**config.mk**
```make
export PLATFORM = sky130hd
export DESIGN_NAME = instruction_fetch_stage_flat
export DESIGN_NICKNAME = d
export VERILOG_FILES = /design/src/rtl/instruction_fetch_stage_pkg.sv /design/src/rtl/instruction_fetch_stage_if.sv /design/src/rtl/instruction_fetch_stage_pc_next_select.sv /design/src/rtl/instruction_fetch_stage.sv /design/src/flat_wrapper.sv
export SDC_FILE = /design/constraint.sdc
export NUM_CORES = 1
export LEC_CHECK = 0
export ABC_AREA = 1
export CORE_MARGIN = 5
export CORE_UTILIZATION = 25
export DETAILED_ROUTE_END_ITERATION = 8
export PLACE_DENSITY = 0.59
export SYNTH_ARGS = -nofsm -noshare
export SYNTH_HDL_FRONTEND = slang
export SYNTH_SLANG_ARGS = --single-unit
```
**constraint.sdc**
```tcl
create_clock -name Clk -period 1.6 [get_ports Clk]
set_input_delay 0.48 -clock Clk [delete_from_list [all_inputs] [get_ports Clk]]
set_output_delay 0.48 -clock Clk [all_outputs]
set_load 0.01 [all_outputs]
```
**src/rtl/instruction_fetch_stage_pkg.sv**
```systemverilog
// Shared CPU definitions: opcode fields, bubble value,
// the IF/ID bundle and the next-PC source encoding.
package cpu_defs;

    localparam int XLEN = 32;
    localparam int OPC_HI = 31;
    localparam int OPC_LO = 26;

    localparam logic [5:0] OPCODE_J = 6'b000010;
    localparam logic [XLEN-1:0] NOP_INSTR = '0;

    typedef struct packed {
        logic [XLEN-1:0] instr;
        logic [XLEN-1:0] pc_plus4;
        logic            valid;
    } if_id_t;

    typedef enum logic [2:0] {
        SEL_RESET,
        SEL_BRANCH,
        SEL_HOLD,
        SEL_JUMP,
        SEL_SEQ
    } pc_sel_e;

    function automatic logic is_jump(input logic [XLEN-1:0] instr);
        return instr[OPC_HI:OPC_LO] == OPCODE_J;
    endfunction

endpackage

```
**src/rtl/instruction_fetch_stage_if.sv**
```systemverilog
// Fetch-stage bus: control from hazard/EX, instruction memory
// port and the IF/ID bundle presented to decode.
interface instruction_fetch_stage_if;
    import cpu_defs::*;

    logic            Stall;
    logic            BranchTaken;
    logic [XLEN-1:0] BranchTarget;
    logic [XLEN-1:0] ReadAddress;
    logic [XLEN-1:0] Instruction;
    logic [XLEN-1:0] IFID_Instruction;
    logic [XLEN-1:0] IFID_PCPlus4;
    logic            IFID_Valid;
    logic            JumpTaken;
    logic            OutOfRange;
    logic [XLEN-1:0] FetchCount;

    modport master (
        input  Stall, BranchTaken, BranchTarget, Instruction,
        output ReadAddress, IFID_Instruction, IFID_PCPlus4,
        output IFID_Valid, JumpTaken, OutOfRange, FetchCount
    );

    modport slave (
        output Stall, BranchTaken, BranchTarget, Instruction,
        input  ReadAddress, IFID_Instruction, IFID_PCPlus4,
        input  IFID_Valid, JumpTaken, OutOfRange, FetchCount
    );

endinterface

```
**src/rtl/instruction_fetch_stage_pc_next_select.sv**
```systemverilog
// Priority mux for the next PC: reset > branch > stall > jump
// > sequential, plus IF/ID load enable and bubble select.
module pc_next_select
    import cpu_defs::*;
#(
    parameter logic [XLEN-1:0] RESET_PC = '0
) (
    input  logic            reset,
    input  logic            branch_taken,
    input  logic            stall,
    input  logic            jump_taken,
    input  logic [XLEN-1:0] pc,
    input  logic [XLEN-1:0] pc_plus4,
    input  logic [XLEN-1:0] branch_target,
    input  logic [XLEN-1:0] jump_target,
    output logic [XLEN-1:0] pc_next,
    output logic            ifid_load,
    output logic            ifid_bubble
);

    localparam logic [XLEN-1:0] ALIGN = ~XLEN'(3);

    pc_sel_e sel;

    // Pick the winning PC source by fixed priority
    always_comb begin
        sel = SEL_SEQ;
        if (reset)
            sel = SEL_RESET;
        else if (branch_taken)
            sel = SEL_BRANCH;
        else if (stall)
            sel = SEL_HOLD;
        else if (jump_taken)
            sel = SEL_JUMP;
    end

    // Translate the source into PC value and IF/ID action
    always_comb begin
        pc_next     = pc_plus4;
        ifid_load   = 1'b1;
        ifid_bubble = 1'b0;
        unique case (sel)
            SEL_RESET: begin
                pc_next     = RESET_PC & ALIGN;
                ifid_bubble = 1'b1;
            end
            SEL_BRANCH: begin
                pc_next     = branch_target & ALIGN;
                ifid_bubble = 1'b1;
            end
            SEL_HOLD: begin
                pc_next   = pc;
                ifid_load = 1'b0;
            end
            SEL_JUMP: begin
                pc_next     = jump_target & ALIGN;
                ifid_bubble = 1'b1;
            end
            SEL_SEQ: begin
                pc_next = pc_plus4;
            end
            default: begin
                pc_next = pc_plus4;
            end
        endcase
    end

endmodule

```
**src/rtl/instruction_fetch_stage.sv**
```systemverilog
// IF stage: owns the PC, fetches from instruction memory,
// fills IF/ID and resolves J-type jumps sitting in IF/ID.
module instruction_fetch_stage
    import cpu_defs::*;
#(
    parameter int              MEM_WORDS = 30,
    parameter logic [XLEN-1:0] RESET_PC  = 32'h0000_0000,
    parameter logic [XLEN-1:0] NOP       = NOP_INSTR
) (
    input  logic                       Clk,
    input  logic                       Reset,
    instruction_fetch_stage_if.master  bus
);

    localparam logic [XLEN-1:0] MEM_BYTES = XLEN'(4 * MEM_WORDS);

    logic [XLEN-1:0] pc_q, pc_d;
    logic [XLEN-1:0] fetch_count_q, fetch_count_d;
    if_id_t          ifid_q, ifid_d;

    logic [XLEN-1:0] pc_plus4;
    logic [XLEN-1:0] jump_target;
    logic            out_of_range;
    logic            jump_taken;
    logic            ifid_load;
    logic            ifid_bubble;

    assign pc_plus4     = pc_q + XLEN'(4);
    assign out_of_range = pc_q >= MEM_BYTES;
    assign jump_taken   = ifid_q.valid & is_jump(ifid_q.instr)
                        & ~bus.Stall;
    assign jump_target  = {ifid_q.pc_plus4[31:28],
                           ifid_q.instr[25:0], 2'b00};

    pc_next_select #(
        .RESET_PC (RESET_PC)
    ) u_pc_next_select (
        .reset         (Reset),
        .branch_taken  (bus.BranchTaken),
        .stall         (bus.Stall),
        .jump_taken    (jump_taken),
        .pc            (pc_q),
        .pc_plus4      (pc_plus4),
        .branch_target (bus.BranchTarget),
        .jump_target   (jump_target),
        .pc_next       (pc_d),
        .ifid_load     (ifid_load),
        .ifid_bubble   (ifid_bubble)
    );

    // Next IF/ID contents and fetch counter
    always_comb begin
        ifid_d        = ifid_q;
        fetch_count_d = fetch_count_q;
        if (ifid_load) begin
            if (ifid_bubble) begin
                ifid_d = '{instr: NOP, pc_plus4: '0, valid: 1'b0};
            end else begin
                ifid_d.instr    = out_of_range ? NOP : bus.Instruction;
                ifid_d.pc_plus4 = pc_plus4;
                ifid_d.valid    = ~out_of_range;
                if (!out_of_range)
                    fetch_count_d = fetch_count_q + XLEN'(1);
            end
        end
    end

    // PC, IF/ID and counter registers with synchronous reset
    always_ff @(posedge Clk) begin
        if (Reset) begin
            pc_q          <= RESET_PC & ~XLEN'(3);
            ifid_q        <= '{instr: NOP, pc_plus4: '0, valid: 1'b0};
            fetch_count_q <= '0;
        end else begin
            pc_q          <= pc_d;
            ifid_q        <= ifid_d;
            fetch_count_q <= fetch_count_d;
        end
    end

    assign bus.ReadAddress      = pc_q;
    assign bus.IFID_Instruction = ifid_q.instr;
    assign bus.IFID_PCPlus4     = ifid_q.pc_plus4;
    assign bus.IFID_Valid       = ifid_q.valid;
    assign bus.JumpTaken        = jump_taken;
    assign bus.OutOfRange       = out_of_range;
    assign bus.FetchCount       = fetch_count_q;

endmodule

```
**src/flat_wrapper.sv**
```systemverilog
// flat-port wrapper written by rule: the top's interface ports become plain ports
module instruction_fetch_stage_flat import cpu_defs::*;
#(
    parameter int              MEM_WORDS = 30,
    parameter logic [XLEN-1:0] RESET_PC  = 32'h0000_0000,
    parameter logic [XLEN-1:0] NOP       = NOP_INSTR
)
  (Clk, Reset, bus_Stall, bus_BranchTaken, bus_BranchTarget, bus_Instruction, bus_ReadAddress, bus_IFID_Instruction, bus_IFID_PCPlus4, bus_IFID_Valid, bus_JumpTaken, bus_OutOfRange, bus_FetchCount);
  instruction_fetch_stage_if bus_i ();
  input  logic Clk;
  input  logic Reset;
  input wire logic [$bits(bus_i.Stall)-1:0] bus_Stall;
  input wire logic [$bits(bus_i.BranchTaken)-1:0] bus_BranchTaken;
  input wire logic [$bits(bus_i.BranchTarget)-1:0] bus_BranchTarget;
  input wire logic [$bits(bus_i.Instruction)-1:0] bus_Instruction;
  output wire logic [$bits(bus_i.ReadAddress)-1:0] bus_ReadAddress;
  output wire logic [$bits(bus_i.IFID_Instruction)-1:0] bus_IFID_Instruction;
  output wire logic [$bits(bus_i.IFID_PCPlus4)-1:0] bus_IFID_PCPlus4;
  output wire logic [$bits(bus_i.IFID_Valid)-1:0] bus_IFID_Valid;
  output wire logic [$bits(bus_i.JumpTaken)-1:0] bus_JumpTaken;
  output wire logic [$bits(bus_i.OutOfRange)-1:0] bus_OutOfRange;
  output wire logic [$bits(bus_i.FetchCount)-1:0] bus_FetchCount;
  assign bus_i.Stall = bus_Stall;
  assign bus_i.BranchTaken = bus_BranchTaken;
  assign bus_i.BranchTarget = bus_BranchTarget;
  assign bus_i.Instruction = bus_Instruction;
  assign bus_ReadAddress = bus_i.ReadAddress;
  assign bus_IFID_Instruction = bus_i.IFID_Instruction;
  assign bus_IFID_PCPlus4 = bus_i.IFID_PCPlus4;
  assign bus_IFID_Valid = bus_i.IFID_Valid;
  assign bus_JumpTaken = bus_i.JumpTaken;
  assign bus_OutOfRange = bus_i.OutOfRange;
  assign bus_FetchCount = bus_i.FetchCount;
  instruction_fetch_stage #(.MEM_WORDS(MEM_WORDS), .RESET_PC(RESET_PC), .NOP(NOP)) u_core (.Clk(Clk), .Reset(Reset), .bus(bus_i));
endmodule
```
**Yosys cells after proc, flatten, opt, wreduce, memory -nomap -nowiden**

Cells that the tools add are included.

- Register bits after elaboration: 129
- Logic and storage cells: 29
- Input port bits: 68
- Output and inout bits: 131

- Bitwise operators: 6
- Mux-type cells: 8
- Magnitude comparators: 1
- Eq/ne operators: 4
- Reductions and logical operators: 3
- Add/subtract/negate cells: 2

Operators with widths:

| kind | count |
|---|---|
| $pmux 32 s4 | 1 |
| $mux 65 | 1 |
| $add 32x1->32 const B | 1 |
| $add 32x3->32 const B | 1 |
| $ge 32x7->1 const B | 1 |
| $mux 32 | 1 |
| $mux 3 | 4 |
| $eq 3x2->1 const B | 2 |
| $eq 6x2->1 const B | 1 |
| $not 1->1 | 4 |
| $eq 3x1->1 const B | 1 |
| $logic_not 3->1 | 1 |
| $reduce_and 3->1 | 1 |
| $reduce_or 3->1 | 1 |
| $and 1x1->1 | 2 |
| $mux 1 | 1 |

**Longest topological paths before layout**

Gate-level depths: netlist of the first run.

- Depth in word-level cells: 12
- Depth in mapped cells: 13

**Cells and area by module**

From an unflattened synthesis of the first run, not the netlist that was laid out.

- Cell total of the unflattened synthesis: 1,175
- Area total of the unflattened synthesis: 7,343.3 um^2

By module, submodules not included:

| module | cells each | sequential area each (um^2) | area each (um^2) | times used |
|---|---|---|---|---|
| instruction_fetch_stage | 988 | 2,582.5 | 6,359.8 | 1 |
| pc_next_select | 187 | 0.0 | 983.4 | 1 |

**Least setup slack after synthesis of the first run**

Ideal clock, no wire load.

- Path type: register -> register
- From: register u_core.pc_q[2] (netlist: u_core.bus.ReadAddress[2])
- To: register u_core.fetch_count_q[1] (netlist: u_core.bus.FetchCount[1])
- Cell stages (with the launch flop): 12
- Library setup time: 116 ps
- Buffers on the path: 1
- Arrival: 1,591 ps
- Required time: 1,484 ps
- Period minus slack after synthesis: 1,707 ps
- Setup slack: -107 ps
- Path through: dfxtp_1 inv_1 ha_1 nor2_1 nor2_1 nand2_1 nand3_1 nor2_4 nand2_2 buf_2 o21ai_0 nor2_1

- Word-level cells in the longest chain between the ends: 3

RTL lines:

| what | RTL line | source |
|---|---|---|
| start, declared | instruction_fetch_stage.sv:17 | `logic [XLEN-1:0] pc_q, pc_d;` |
| start signal, assigned | instruction_fetch_stage.sv:71 | `pc_q <= RESET_PC & ~XLEN'(3);` |
| start signal, assigned | instruction_fetch_stage.sv:75 | `pc_q <= pc_d;` |
| $ge 32x7->1 | instruction_fetch_stage.sv:29 | `assign out_of_range = pc_q >= MEM_BYTES;` |
| $not 1->1 (no line) | n/a |  |
| $reduce_and 3->1 (no line) | n/a |  |
| end signal, assigned | instruction_fetch_stage.sv:77 | `fetch_count_q <= fetch_count_d;` |
| end, declared | instruction_fetch_stage.sv:18 | `logic [XLEN-1:0] fetch_count_q, fetch_count_d;` |

No other way between the ends.
A chain may end at the register's enable or synchronous reset.

**Worst setup path in the final report of the first run**

- From: register u_core.pc_q[2] (netlist: u_core.bus.ReadAddress[2])
- To: output bus_OutOfRange

- Word-level cells in the longest chain between the ends: 1

RTL lines:

| what | RTL line | source |
|---|---|---|
| $ge 32x7->1 | instruction_fetch_stage.sv:29 |  |
| end, declared | flat_wrapper.sv:21 | `output wire logic [$bits(bus_i.OutOfRange)-1:0] bus_OutOfRange;` |

No other way between the ends.

==> results.md, run 1 <==
- The number of different library cells used by synthesis comes to 27.
- The number of global-route vias before repair is 8232.
- Before CTS, the worst setup slack after placement is -799.4 ps.
- The first routing iteration left 614 violations.
- The clock latency at the later pin of the worst-skew pair is 440 ps.
- The total via count in the routed design is 8423.
- The worst register-to-register path begins at u_core.bus.ReadAddress[2].
- Of the cells placed in the final design, the portion with a size suffix greater than 1 is 34.95%.
- The total chip power is 8254 uW.
- The total overflow left after global routing is 0.
- The die covers 30600 sq um.
- The minimum setup slack in the final design is -439.6 ps.
- The H-tree depth reported by CTS is 4.
- The DRC violation count after routing is 0.
- The worst setup path is captured at a primary output.
- The number of nets in the final layout is 1560.
- The library cell used most frequently in the layout, excluding fill and tap cells, is sky130_fd_sc_hd__nand2_1.
- The clock transition at the registers of the reported paths is 60 ps.
- Setup violations remaining at the end of the flow were counted as 97.
- The sum of routed wire length over all layers is 29640 microns.
- Routability-driven placement finished with a final weighted congestion of 0.9088.
- The TritonCTS clock tree is done.
- The number of antenna diodes in the final layout is 0.
- Derived from the worst setup path, the maximum achievable clock frequency is 0.4903 GHz.
- The clock tree root driver cell is sky130_fd_sc_hd__clkbuf_16.
- Data arrives at the worst endpoint at 1560 ps.
- The Yosys step of the flow raised 0 warnings.
- The initial cell density of the core is 25.31%.
- Summing every instance area after synthesis gives 6802 sq um.
- Global routing consumed, over all layers together, 18.62% of the routing resources.
- The average instance in the mapped netlist occupies 5.998 sq um.
- The launch point of the worst path is u_core.bus.ReadAddress[2].
- The clock passes through at most 2 buffers.
- The startpoint type of the worst setup path is a flip-flop.
- The top cell types in the final layout, fill and taps aside, are sky130_fd_sc_hd__nand2_1, sky130_fd_sc_hd__buf_4, sky130_fd_sc_hd__nor2_1.
- The die span in x is 174.9 microns.
- The die extent in y is 174.9 microns.
- The first detailed-routing pass took 5 iterations.
- During placement, the flow inserted port buffers numbering 192.
- The number of clock sinks is 125.
- The maximum vdd ir drop is 0.4772 mV.
- The register cell area after layout is 2585 sq um.
- The maximum net fanout on the critical path is 2.
- The static leakage power is 0.005322 uW.
- The flip-flop and latch count after synthesis is 125.
- Detailed placement finished with a half-perimeter wire length of 21760 microns.
- The core area is 26880 sq um.
- Synthesis handed over a netlist of 1134 instances.
- In this run the remaining antenna-violating nets after routing total 0.
- The maximum number of pins on one net before global-route repair is 57.
- After detailed routing, the average wire length per cell comes to 16.08 microns.
- The first-pass GRT wire length is 45060 microns.
- The checks that failed: setup timing.
- The footprint of the multi-input gates is 4678 sq um.
- The row count is 60.
- The number of vias per cell after detailed routing is 4.570.
- The proportion of synthesized chip area in sequential cells is 36.79%.
- The run finished, with violations left.
- The setup skew after layout is 21.02 ps.
- The reported max-cap violation count is 0.
- The number of clock buffers added by TritonCTS is 17.
- Setup repair after global routing could not meet its margin everywhere.
- The smallest clock period supported by the final layout is computed as 2040 ps.
- The initial antenna violation count came to 2.
- Dividing total power by cell area gives a power density of 681.0 nW/um^2.
- The hold violation count in the final report was 0.
- The setup path with the least slack is of type reg -> out.
- The worst min-delay path class is reg -> reg.
- The layout has 2692 filler cells.
- In the finished design, the share of the clock period the worst path needs comes to 127.5%.
- The layout overhead on the synthesized area is 78.22%.
- For the worst setup path, the data required time is 1120 ps.
- The final count of pins violating max slew was 0.
- The start point of the worst hold path is u_core.bus.IFID_PCPlus4[5].
- The top-level port count is 199.
-- cell usage after synthesis, drive strengths merged --
library cell | n | area (sq um)
a21oi | 29 | 145.1
ha | 3 | 37.54
nand3 | 82 | 410.4
a31oi | 3 | 18.77
buf | 26 | 151.4
dfxtp | 125 | 2502
nor3 | 4 | 20.02
xnor2 | 10 | 87.58
nor2 | 150 | 593.1
nor3b | 1 | 7.510
inv | 91 | 341.6
conb | 1 | 3.750
o21ai | 68 | 340.3
o21bai | 1 | 7.510
clkbuf | 18 | 67.56
xor2 | 6 | 52.55
or2 | 4 | 25.02
nand3b | 14 | 105.1
nand4 | 4 | 25.02
nand2 | 494 | 1859
-- critical path: stages, from the launching register on --
cell,delay (ps)
sky130_fd_sc_hd__dfxtp_4,350
sky130_fd_sc_hd__inv_2,50
sky130_fd_sc_hd__ha_4,140
sky130_fd_sc_hd__nor2_2,60
sky130_fd_sc_hd__nor2_1,40
sky130_fd_sc_hd__nand2_1,80
sky130_fd_sc_hd__inv_1,40
sky130_fd_sc_hd__nor2_1,120
sky130_fd_sc_hd__nand2_2,110
sky130_fd_sc_hd__buf_6,130
-- registers in the layout (all words and copies together), names as in the netlist --
name	count
u_core.bus.FetchCount	32
u_core.bus.IFID_Instruction	32
u_core.bus.IFID_PCPlus4	30
u_core.bus.IFID_Valid	1
u_core.bus.ReadAddress	30
-- path summary, 6_finish.rpt --
path,cells after the start,endpoint,slack [ps]
max,9,bus_OutOfRange,-440
min,2,u_core.bus.IFID_PCPlus4[5],450
max reg2reg,16,u_core.bus.FetchCount[1],-330
min reg2reg,2,u_core.bus.IFID_PCPlus4[5],450
-- metal layers --
metal / routed length (microns) / track usage (%)
met1: 12510 / 22.77
met4: 778 / 6.056
met5: 33 / 0
met3: 2385 / 6.296
met2: 13940 / 30.90
-- cell families (layout without fill, tap and decap cells) --
| family | after synthesis | after routing | share of synthesized area [%] |
|---|---|---|---|
| buffers and inverters | 135 | 500 | 8.241 |
| adders and majority gates | 3 | 3 | 0.5519 |
| xor gates and xnor gates | 16 | 16 | 2.060 |
| AOI/OAI and AO/OA | 101 | 101 | 7.524 |
| and+or+nand+nor | 753 | 753 | 44.78 |
| DFF | 125 | 125 | 36.79 |
| other | 1 | 4 | 0.05513 |
-- cell type report --
cell class              count  share of cell area [%]
clock buffers              17                   3.510
repair buffers            377                   28.96
clock inverters            15                   1.135
inverters                  91                   2.952
multi-input cells         877                   38.59
well taps                 341                   3.520
flip-flops and latches    125                   21.33
-- per-stage QoR --
step	cell area [sq um]	hold WS (ps)	setup TNS [ps]	util, %	instances
global placement	10240	439.7	-69210	38.12	1777
CTS	11540	452.6	-12280	42.94	1832
floorplan	6824	474.5	-1.662	-	1137
finish	12120	452.0	-17420	45.10	1843
detailed placement	10240	444.7	-70350	38.12	1777
global route	12120	478.5	-27750	45.10	1843
-- where the power goes --
group	leakage [uW]	internal, uW	switching [uW]
logic	0.00401	581	623
registers	0.00104	3190	52.2
clock network	0.000267	2160	1650
total	0.00532	5930	2330
-- timing repair --
| action | 4_1_cts | 5_1_grt |
|---|---|---|
| hold buffers | 0 | 0 |
| hold endpoints to repair | 0 | 0 |
| gates resized for setup | 493 | 214 |
| buffers inserted | 20 | 11 |
| endpoints found under the setup margin | 252 | 178 |
| pin swaps | 48 | 57 |
| cloned | 6 | 4 |
No activity file was read; power rests on OpenSTA's default activity.
==> run 2: changes to the inputs <==
Settings changed: CAP_MARGIN set to 20.
==> results of run 2 <==
Same layout as run 1: the final DEF is identical, and so are final timing and power.
==> run 3: changes to the inputs <==
Settings changed: CTS_BUF_LIST set to sky130_fd_sc_hd__clkbuf_8 sky130_fd_sc_hd__clkbuf_16.
==> results of run 3 <==
Same layout as run 1: the final DEF is identical, and so are final timing and power.
